### src/rtl/serial_adder_if.sv
// serial_adder_if: operand/result bundle for the bit-serial adder.
//   Parameter N : operand/sum width in bits (1..32).
//   start       : request to latch a, b, cin (and sub) and begin an addition
//   a, b        : N-bit operands, sampled on the accepting edge
//   cin         : carry-in, sampled on the accepting edge
//   sub         : subtract select, present only when SERIAL_SUB_EN is defined
//   busy        : high while an addition is running
//   done        : one-cycle pulse when s/cout become valid
//   s, cout     : registered sum and carry-out, held until the next completion
// master drives requests (operand side); slave is the adder itself.
interface serial_adder_if #(
  parameter int unsigned N = 8
);
  logic         start;
  logic [N-1:0] a;
  logic [N-1:0] b;
  logic         cin;
`ifdef SERIAL_SUB_EN
  logic         sub;
`endif
  logic         busy;
  logic         done;
  logic [N-1:0] s;
  logic         cout;

  modport master (
`ifdef SERIAL_SUB_EN
    output sub,
`endif
    output start, a, b, cin,
    input  busy, done, s, cout
  );

  modport slave (
`ifdef SERIAL_SUB_EN
    input  sub,
`endif
    input  start, a, b, cin,
    output busy, done, s, cout
  );
endinterface

### src/rtl/serial_adder.sv
// serial_adder: bit-serial N-bit adder, one operand bit per clock, LSB first.
// Two half-adder stages plus a carry flip-flop form the full adder; the result
// {cout, s} = a + b + cin is registered on completion.
//   i_clk  : clock, rising edge
//   i_rst  : synchronous active-high reset; aborts a running addition
//   io_bus : serial_adder_if.slave (start/a/b/cin[/sub] in, busy/done/s/cout out)
// Optional feature macro: SERIAL_SUB_EN adds the sub input; sub=1 computes
// a - b mod 2^N with cout=1 meaning no borrow (cin is ignored).
module serial_adder #(
  parameter int unsigned N = 8
) (
  input  logic           i_clk,
  input  logic           i_rst,
  serial_adder_if.slave  io_bus
);

  localparam int unsigned CW = $clog2(N) + 1;

  localparam logic [1:0] ST_IDLE = 2'd0;
  localparam logic [1:0] ST_RUN  = 2'd1;
  localparam logic [1:0] ST_DONE = 2'd2;

  logic [1:0]    r_state;
  logic [CW-1:0] r_cnt;
  logic          r_carry;
  logic [N-1:0]  r_a;
  logic [N-1:0]  r_b;
  logic [N-1:0]  r_sum;
  logic [N-1:0]  r_s;
  logic          r_cout;

  logic          w_sub;
  logic [N-1:0]  w_b_load;
  logic          w_c_load;
  logic          w_last;
  logic          w_h;
  logic          w_g;
  logic          w_s;
  logic          w_p;
  logic          w_c_next;
  logic [N-1:0]  w_sum_next;

`ifdef SERIAL_SUB_EN
  assign w_sub = io_bus.sub;
`else
  assign w_sub = 1'b0;
`endif

  // Subtraction is a + ~b + 1: invert b on load and seed the carry with 1.
  assign w_b_load = w_sub ? ~io_bus.b : io_bus.b;
  assign w_c_load = w_sub ? 1'b1 : io_bus.cin;

  assign w_last = (r_cnt == CW'(N - 1));

  // Stage 1 half adder on the operand bits.
  assign w_h = r_a[0] ^ r_b[0];
  assign w_g = r_a[0] & r_b[0];
  // Stage 2 half adder folds in the stored carry.
  assign w_s = w_h ^ r_carry;
  assign w_p = w_h & r_carry;
  assign w_c_next = w_g | w_p;

  // New sum bit enters from the MSB side; works for N=1 as well.
  always_comb begin
    w_sum_next        = r_sum >> 1;
    w_sum_next[N-1]   = w_s;
  end

  always_ff @(posedge i_clk) begin
    if (i_rst) begin
      r_state <= ST_IDLE;
      r_cnt   <= '0;
      r_carry <= 1'b0;
      r_a     <= '0;
      r_b     <= '0;
      r_sum   <= '0;
      r_s     <= '0;
      r_cout  <= 1'b0;
    end else begin
      case (r_state)
        ST_IDLE, ST_DONE: begin
          if (io_bus.start) begin
            r_a     <= io_bus.a;
            r_b     <= w_b_load;
            r_carry <= w_c_load;
            r_sum   <= '0;
            r_cnt   <= '0;
            r_state <= ST_RUN;
          end else begin
            r_state <= ST_IDLE;
          end
        end
        ST_RUN: begin
          r_a     <= r_a >> 1;
          r_b     <= r_b >> 1;
          r_carry <= w_c_next;
          r_sum   <= w_sum_next;
          r_cnt   <= r_cnt + CW'(1);
          if (w_last) begin
            r_s     <= w_sum_next;
            r_cout  <= w_c_next;
            r_state <= ST_DONE;
          end
        end
        default: r_state <= ST_IDLE;
      endcase
    end
  end

  assign io_bus.busy = (r_state == ST_RUN);
  assign io_bus.done = (r_state == ST_DONE);
  assign io_bus.s    = r_s;
  assign io_bus.cout = r_cout;

endmodule
### src/flat_wrapper.sv
// flat-port wrapper written by rule: the top's interface ports become plain ports
module serial_adder_flat 
#(
  parameter int unsigned N = 8
)
  (i_clk, i_rst, io_bus_start, io_bus_a, io_bus_b, io_bus_cin, io_bus_busy, io_bus_done, io_bus_s, io_bus_cout);
  serial_adder_if #(.N(N)) io_bus_i ();
  input  logic i_clk;
  input  logic i_rst;
  input wire logic [$bits(io_bus_i.start)-1:0] io_bus_start;
  input wire logic [$bits(io_bus_i.a)-1:0] io_bus_a;
  input wire logic [$bits(io_bus_i.b)-1:0] io_bus_b;
  input wire logic [$bits(io_bus_i.cin)-1:0] io_bus_cin;
  output wire logic [$bits(io_bus_i.busy)-1:0] io_bus_busy;
  output wire logic [$bits(io_bus_i.done)-1:0] io_bus_done;
  output wire logic [$bits(io_bus_i.s)-1:0] io_bus_s;
  output wire logic [$bits(io_bus_i.cout)-1:0] io_bus_cout;
  assign io_bus_i.start = io_bus_start;
  assign io_bus_i.a = io_bus_a;
  assign io_bus_i.b = io_bus_b;
  assign io_bus_i.cin = io_bus_cin;
  assign io_bus_busy = io_bus_i.busy;
  assign io_bus_done = io_bus_i.done;
  assign io_bus_s = io_bus_i.s;
  assign io_bus_cout = io_bus_i.cout;
  serial_adder #(.N(N)) u_core (.i_clk(i_clk), .i_rst(i_rst), .io_bus(io_bus_i));
endmodule
### config.mk
export PLATFORM = sky130hd
export DESIGN_NAME = serial_adder_flat
export DESIGN_NICKNAME = d
export VERILOG_FILES = /design/src/rtl/serial_adder_if.sv /design/src/rtl/serial_adder.sv /design/src/flat_wrapper.sv
export SDC_FILE = /design/constraint.sdc
export NUM_CORES = 1
export LEC_CHECK = 0
export ABC_CLOCK_PERIOD_IN_PS = 1430
export CAP_MARGIN = 30
export CORE_ASPECT_RATIO = 0.5
export CORE_MARGIN = 2
export CORE_UTILIZATION = 35
export CTS_CLUSTER_SIZE = 12
export DETAILED_ROUTE_END_ITERATION = 8
export DONT_BUFFER_PORTS = 1
export PLACE_DENSITY = 0.61
export SLEW_MARGIN = 25
export SYNTH_ARGS = -nofsm -noshare
export SYNTH_HDL_FRONTEND = slang
export SYNTH_SLANG_ARGS = --single-unit
### constraint.sdc
create_clock -name i_clk -period 1.43 [get_ports i_clk]
set_clock_uncertainty 0.1 [all_clocks]
set_input_delay 0.286 -clock i_clk [delete_from_list [all_inputs] [get_ports i_clk]]
set_output_delay 0.286 -clock i_clk [all_outputs]
set_load 0.02 [all_outputs]
# == Word-level counts from Yosys, hierarchy flattened ==
# Cells that the tools add are included.
# word_totals
regBits,40
out_inout_bits,11
# classes
add_sub_neg,1
eq_ne,5
muxes,13
n_bitwise,5
n_reduce_logical,5
# op_table
operator,count
8-bit case mux with 2 select lines,3
8-bit 2-to-1 mux,3
4-bit case mux with 2 select lines,1
"4-bit by 1-bit adder with 4-bit output, second input constant",1
"4-bit by 3-bit equality test with 1-bit output, second input constant",1
4-bit 2-to-1 mux,1
2-bit case mux with 2 select lines,1
2-bit AND reduction,2
1-bit AND,2
"2-bit by 1-bit equality test with 1-bit output, second input constant",1
"2-bit equality test, second input constant",1
2-bit logical NOT,1
1-bit 2-to-1 mux,2
2-bit 2-to-1 mux,1
"2-bit by 1-bit inequality test with 1-bit output, second input constant",1
"2-bit inequality test, second input constant",1
1-bit case mux with 2 select lines,1
2-bit nonzero test,1
2-bit OR reduction,1
1-bit XOR,2
1-bit bitwise OR,1

# == Logic depth before layout (Yosys ltp) ==
# Gate-level depths: netlist of the first run.
# logic_depth
word_depth,4
mapped_depth,5
mapped_depth_nobuf,4

# == Worst setup path after synthesis of the first run ==
# No wires, ideal clock.
# synth_timing
kind,reg2reg
from,register u_core.r_cnt[0]
to,register u_core.r_cout (netlist: u_core.io_bus.cout)
arrival_time_ns,1.130
required_time_ns,1.258
setup_slack_ns,0.128
path_stages_with_launch,5
path_cell_list,dfxtp_1 ha_1 nand3b_1 nor2_8 mux2i_1
# synth_between
elab_chain_cells,2
# synth_lines
item,line,rtl
start: declaration,serial_adder.sv:24,logic [CW-1:0] r_cnt;
start signal: assignment,serial_adder.sv:98,r_cnt <= r_cnt + CW'(1);
4-bit by 3-bit equality test with 1-bit output,serial_adder.sv:53,assign w_last = (r_cnt == CW'(N - 1));
2-bit AND reduction (no line),-,
end signal: assignment,serial_adder.sv:101,r_cout <= w_c_next;
end: declaration,serial_adder.sv:30,logic r_cout;
# Every way passes these cells.
# A chain may end at the register's enable or synchronous reset.

# == Final worst setup path of the first run ==
# layout_timing
from,register u_core.r_state[1]
to,output port io_bus_done
# layout_between
elab_chain_cells,1
# layout_lines
item,line,rtl
start: declaration,serial_adder.sv:23,logic [1:0] r_state;
start signal: assignment,serial_adder.sv:71,r_state <= ST_IDLE;
start signal: assignment,serial_adder.sv:88,r_state <= ST_RUN;
start signal: assignment,serial_adder.sv:90,r_state <= ST_IDLE;
2-bit equality test,serial_adder.sv:111,assign io_bus.done = (r_state == ST_DONE);
end: declaration,flat_wrapper.sv:15,output wire logic [$bits(io_bus_i.done)-1:0] io_bus_done;
# Every way passes these cells.

==> impl_metrics.env, run 1 <==
export IMPL_p_int_mw=1.62
export IMPL_yosys_area_share_simple_pct=22.1
export IMPL_fin_crit_sh_pct=94.6
export IMPL_setup_ws_ns=0.0770
export IMPL_nFillCells=426
export IMPL_yosysWarnings=0
export IMPL_final_nets=208
export IMPL_comb_power_share_pct=11.4
export IMPL_relSlewSlack_pct=73.9
export IMPL_hold_violations=0
export IMPL_io_buffers=0
export IMPL_setup_tns_ns=0
export IMPL_worstPathMaxFanout=2
export IMPL_die_width_um=102
export IMPL_core_um2=4490
export IMPL_clk_pin_slew_ns=0.07
export IMPL_postSynthCellCount=178
export IMPL_ys_seq_area_share_pct=46.9
export IMPL_diodes=0
export IMPL_die_h_um=52.8
export IMPL_grt_total_usage_pct=14.4
export IMPL_worst_pin_slew_ns=0.391
export IMPL_layout_min_cycle_time_ns=1.35
export IMPL_synth_adder_area_share_pct=1.95
export IMPL_synth_xor_area_share_pct=0
export IMPL_multi_input_area_um2=811
export IMPL_final_util_pct=43.1
export IMPL_clkPwrFrac_pct=34.7
export IMPL_ir_drop_mv=0.425
export IMPL_synthMuxAreaShare_pct=6.99
export IMPL_drive_above_1_share_pct=17.2
export IMPL_postSynthAreaPerCell_um2=9.35
export IMPL_numCtsBuffers=5
export IMPL_antenna_found_initial=0
export IMPL_postRouteAntennaNets=0
export IMPL_synth_top_family_by_area="simple AND/OR/NAND/NOR gates"
export IMPL_switching_share_pct=24.7
export IMPL_dr_first_iter_drc_count=46
export IMPL_cts_path_max_buffers=2
export IMPL_first_pass_iters=4
export IMPL_final_cell_area_um2=1930
export IMPL_start_util_pct=37.1
export IMPL_rows=17
export IMPL_worst_endpoint_arrival_ns=0.97
export IMPL_synth_distinct_cells=26
export IMPL_cp_top_family="simple AND/OR/NAND/NOR gates"
export IMPL_syn_to_final_growth_pct=16.2
export IMPL_status="completed"
export IMPL_power_switching_mw=0.529
export IMPL_mostFrequentLayoutCells="36 x dfxtp_1, 28 x a21oi_1, 26 x nand3_1"
export IMPL_slowest_stage="nor2b_1"
export IMPL_worstPathCellList="nor2b_1"
export IMPL_power_frac_seq_pct=53.9
export IMPL_drc=0
export IMPL_hp_class="in2reg"
export IMPL_maxSlewViolCount=0
export IMPL_clock_fmax_mhz=739
export IMPL_power_leakage_nw=0.663
export IMPL_cp_slowest_stage_delay_ns=0.36
export IMPL_synth_area_um2=1660
export IMPL_gp_congestion=0.724
export IMPL_fin_cells=252
export IMPL_crit_buf_inv=0
export IMPL_synth_compound_area_share_pct=15.9
export IMPL_rsz0062_at_grt="no"
export IMPL_overflow=0
export IMPL_grt_max_degree=50
export IMPL_holdWs_ns=0.0388
export IMPL_cp_end_kind="output pin"
export IMPL_grt_pass1_wl_mm=5.79
export IMPL_cts_sinks=39
export IMPL_vias=1315
export IMPL_ys_seq_elements=39
export IMPL_syn_nets=200
export IMPL_cts_tree="done"
export IMPL_mostFrequentLayoutCell="dfxtp_1"
export IMPL_power_density_nw_per_um2=1110
export IMPL_startpoint_type="flip-flop"
export IMPL_vias_per_cell=5.22
export IMPL_die_area_um2=5360
export IMPL_place_ws_ns=0.00150
export IMPL_worstSetupPathType="reg2out"
export IMPL_required_ns=1.04
export IMPL_regArea_um2=785
export IMPL_dp_cells=238
export IMPL_setup_viol=0
export IMPL_total_power_mw=2.14
export IMPL_insertion_delay_ns=0.29
export IMPL_dpl_cell_area_um2=1740
export IMPL_wirelength_mm=3.58
export IMPL_drv_cap=0
export IMPL_dpl_hpwl_mm=2.20
export IMPL_grt_pass1_vias=1228
export IMPL_cts_root_buffer_cell="clkbuf_8"
export IMPL_wl_per_cell_um=14.2
export IMPL_num_io_pins=31
export IMPL_htree_levels=2
-- synthesized netlist by cell type --
cell	instances	share of area (%)
dfxtp_1	39	47
nand2b_2	1	0.53
a211oi_2	1	0.75
ha_1	1	0.75
buf_6	1	0.68
nor3_1	1	0.30
a22oi_1	15	6.8
nor2b_1	2	0.75
buf_4	8	3.6
nand3_1	26	7.8
clkinv_2	1	0.30
clkbuf_1	3	0.68
mux2_1	1	0.68
fa_1	1	1.2
nor2_8	1	1.2
a21oi_1	28	8.4
mux2i_1	9	5.4
nand3b_1	1	0.45
buf_2	2	0.60
mux2_4	1	0.90
nand2b_1	20	7.5
nand4_1	1	0.38
nor2_1	2	0.45
buf_1	1	0.23
nand2_1	10	2.3
nor3b_1	1	0.45
-- kinds of logic (layout without fill, tap and decap cells) --
family,Yosys count,after routing
AOI/OAI and AO/OA,44,44
adders and majority gates,2,2
buffers and inverters,16,23
DFF,39,39
muxes,11,11
and+or+nand+nor,66,67
-- sequential cells by signal, indices dropped and copies added, names as in the netlist --
| name | count |
|---|---|
| u_core.r_sum | 7 |
| u_core.r_cnt | 4 |
| u_core.r_a | 8 |
| u_core.io_bus.s | 8 |
| u_core.r_b | 8 |
| u_core.r_state | 2 |
| u_core.io_bus.cout | 1 |
| u_core.r_carry | 1 |
-- power by group through the flow --
stage / clock network (mW) / logic (mW) / registers (mW)
2_1_floorplan: 0 / 0.181 / 1.17
3_3_place_gp: 0 / 0.206 / 1.17
3_5_place_dp: 0 / 0.212 / 1.18
4_1_cts: 0.768 / 0.220 / 1.15
5_1_grt: 0.825 / 0.274 / 1.16
6_report: 0.743 / 0.245 / 1.16
-- final timing paths --
check | start | end | slack (ns) | depth (start not counted)
worst max-delay path | u_core.r_state[1]$_SDFFE_PP0P_ | io_bus_done | 0.08 | 1
worst min-delay path | io_bus_b[7] | u_core.r_b[7]$_SDFFE_PP0P_ | 0.04 | 2
worst max register to register | u_core.r_state[1]$_SDFFE_PP0P_ | u_core.r_cnt[2]$_SDFFE_PP0P_ | 0.08 | 4
worst min register to register | u_core.r_sum[6]$_SDFFE_PP0P_ | u_core.r_sum[5]$_SDFFE_PP0P_ | 0.36 | 2
-- layer usage --
layer | GRT usage (%) | wire [um] | share of wire, % | vias up
met5 | 0 | 0 | 0 | -
met3 | 6.67 | 325 | 9.1 | 2
li1 | - | - | - | 645
met4 | 7.21 | 36 | 1.0 | 0
met1 | 17.3 | 1620 | 45 | 628
met2 | 21.8 | 1600 | 45 | 40
-- final cells by class --
type / count / share of cell area, %
tap: 66 / 4.27
sequential: 39 / 40.6
clock inverter: 1 / 0.259
timing repair buffer: 15 / 8.35
inverter: 1 / 0.324
multi-input combinational: 124 / 41.9
clock buffer: 6 / 4.27
-- what timing repair did --
action	in CTS	in global routing
setup endpoints to repair	6	10
hold endpoints to repair	29	29
pin swaps	1	1
resized for setup	2	8
setup buffers	3	2
cloned	1	0
(Power assumes the default switching activity.)
==> run 2: changes to the inputs <==
GPL_TIMING_DRIVEN = 0   (was not set)
==> run 2 against run 1 <==
Against the previous run:
- non-clock buffer count rose by 4
- combinational power rose by 2%
- critical path type is now reg2reg
- critical endpoint is now u_core.r_a[2]$_SDFFE_PP0P_
- register-to-register slack got worse by 0.02 ns
- sequential power barely moved
- clock-buffer cell count rose by 2
- highest routed layer unchanged
- largest cell class unchanged
==> impl_metrics.env, run 2 (synthesis results as in run 1) <==
export IMPL_dr_first_iter_drc_count=46
export IMPL_drive_above_1_share_pct=17.8
export IMPL_wirelength_mm=3.72
export IMPL_cp_top_family="buffers and inverters"
export IMPL_ctsHoldBuffers=0
export IMPL_slowest_stage="dfxtp_1"
export IMPL_setup_ws_ns=0.0590
export IMPL_worstSetupPathType="reg2reg"
export IMPL_antenna_found_initial=0
export IMPL_p_int_mw=1.67
export IMPL_worstPathCellList="nand2b_4, clkinv_4, buf_4, buf_4, a22oi_1, a21oi_1"
export IMPL_rows=17
export IMPL_start_util_pct=37.1
export IMPL_power_density_nw_per_um2=1140
export IMPL_hp_start="io_bus_b[7]"
export IMPL_relSlewSlack_pct=67.2
export IMPL_place_ws_ns=-0.0405
export IMPL_power_leakage_nw=0.658
export IMPL_insertion_delay_ns=0.29
export IMPL_setup_tns_ns=0
export IMPL_clkPwrFrac_pct=36.3
export IMPL_hold_violations=0
export IMPL_diodes=0
export IMPL_clk_pin_slew_ns=0.07
export IMPL_switching_share_pct=24.3
export IMPL_setup_viol=0
export IMPL_syn_to_final_growth_pct=16.3
export IMPL_status="completed"
export IMPL_crit_top_cell="buf_4"
export IMPL_mostFrequentLayoutCells="36 x dfxtp_1, 28 x a21oi_1, 26 x nand3_1"
export IMPL_drc=0
export IMPL_layout_min_cycle_time_ns=1.37
export IMPL_grt_pass1_vias=1254
export IMPL_grt_total_usage_pct=15.1
export IMPL_gp_congestion=0.728
export IMPL_overflow=0
export IMPL_htree_levels=2
export IMPL_drv_cap=0
export IMPL_vias=1305
export IMPL_worst_endpoint_arrival_ns=1.44
export IMPL_mostFrequentLayoutCell="dfxtp_1"
export IMPL_io_buffers=0
export IMPL_num_io_pins=31
export IMPL_dp_cells=244
export IMPL_ir_drop_mv=0.392
export IMPL_power_frac_seq_pct=52.4
export IMPL_numCtsBuffers=5
export IMPL_die_width_um=102
export IMPL_final_nets=212
export IMPL_die_h_um=52.8
export IMPL_vias_per_cell=5.08
export IMPL_core_um2=4490
export IMPL_grt_max_degree=12
export IMPL_fin_cells=257
export IMPL_hp_class="in2reg"
export IMPL_dpl_hpwl_mm=2.54
export IMPL_wl_per_cell_um=14.5
export IMPL_reg2reg_from="u_core.r_state[1]$_SDFFE_PP0P_"
export IMPL_final_cell_area_um2=1940
export IMPL_first_pass_iters=4
export IMPL_required_ns=1.50
export IMPL_postRouteAntennaNets=0
export IMPL_worstPathMaxFanout=10
export IMPL_dpl_cell_area_um2=1750
export IMPL_cts_sinks=39
export IMPL_maxSlewViolCount=0
export IMPL_grt_pass1_wl_mm=5.99
export IMPL_worst_pin_slew_ns=0.492
export IMPL_clock_fmax_mhz=729
export IMPL_cts_tree="done"
export IMPL_crit_buf_inv=3
export IMPL_comb_power_share_pct=11.3
export IMPL_cp_end_kind="flip-flop"
export IMPL_startpoint_type="flip-flop"
export IMPL_setup_worst_path_start="u_core.r_state[1]$_SDFFE_PP0P_"
export IMPL_cp_slowest_stage_delay_ns=0.32
export IMPL_die_area_um2=5360
export IMPL_fin_crit_sh_pct=95.9
export IMPL_power_switching_mw=0.535
export IMPL_cts_root_buffer_cell="clkbuf_8"
export IMPL_cts_path_max_buffers=2
[run 2: cell count changes in the layout (fill, tap and decap cells not counted), moves of 2 or more]
cell	delta
buf_12	-3
clkbuf_1	+4
buf_4	+2
a22oi_1	-2
a22oi_2	+2
[run 2: layout make-up]
cell class,instances,area [um2]
fillers,456,2550
multi-input cells,124,821
flip-flops and latches,39,787
plain buffers,15,106
clock buffers,8,100
well taps,66,82.6
repair buffers,4,30.0
inverters,1,8.76
[run 2: final timing paths]
kind | slack (ns) | endpoint | cells past startpoint
setup / recovery | 0.06 | u_core.r_a[2]$_SDFFE_PP0P_ | 6
hold / removal | 0.03 | u_core.r_b[7]$_SDFFE_PP0P_ | 2
setup reg to reg | 0.06 | u_core.r_a[2]$_SDFFE_PP0P_ | 6
hold reg to reg | 0.37 | u_core.r_sum[1]$_SDFFE_PP0P_ | 2
[run 2: power groups by stage]
stage,combinational [mW],sequential (mW),clock (mW)
floorplan,0.181,1.17,0
global placement,0.226,1.18,0
detailed placement,0.229,1.18,0
CTS,0.246,1.15,0.827
global route,0.277,1.16,0.861
finish,0.249,1.16,0.802
[run 2: layer usage]
layer  global-route usage, %  up-vias  wire [um]
met4                    8.11        0         84
met2                    23.1       28       1620
met5                       0        -          0
met3                    5.87        8        274
met1                    18.4      617       1740
li1                        -      652          -
[run 2: through the flow]
| stage | util (%) | hold WS, ns | power (mW) |
|---|---|---|---|
| global route | 43.1 | 0.0329 | 2.30 |
| detailed placement | 38.9 | 0.333 | 1.41 |
| finish | 43.1 | 0.0264 | 2.21 |
| floorplan | - | 0.322 | 1.35 |
| CTS | 42.4 | 0.0210 | 2.22 |
| global placement | 38.9 | 0.329 | 1.40 |
[run 2: repair_timing]
item | 4_1_cts | 5_1_grt
pin swaps | 1 | 2
resized for setup | 5 | 8
setup endpoints to repair | 10 | 15
gates cloned | 1 | 0
setup buffers | 4 | 0
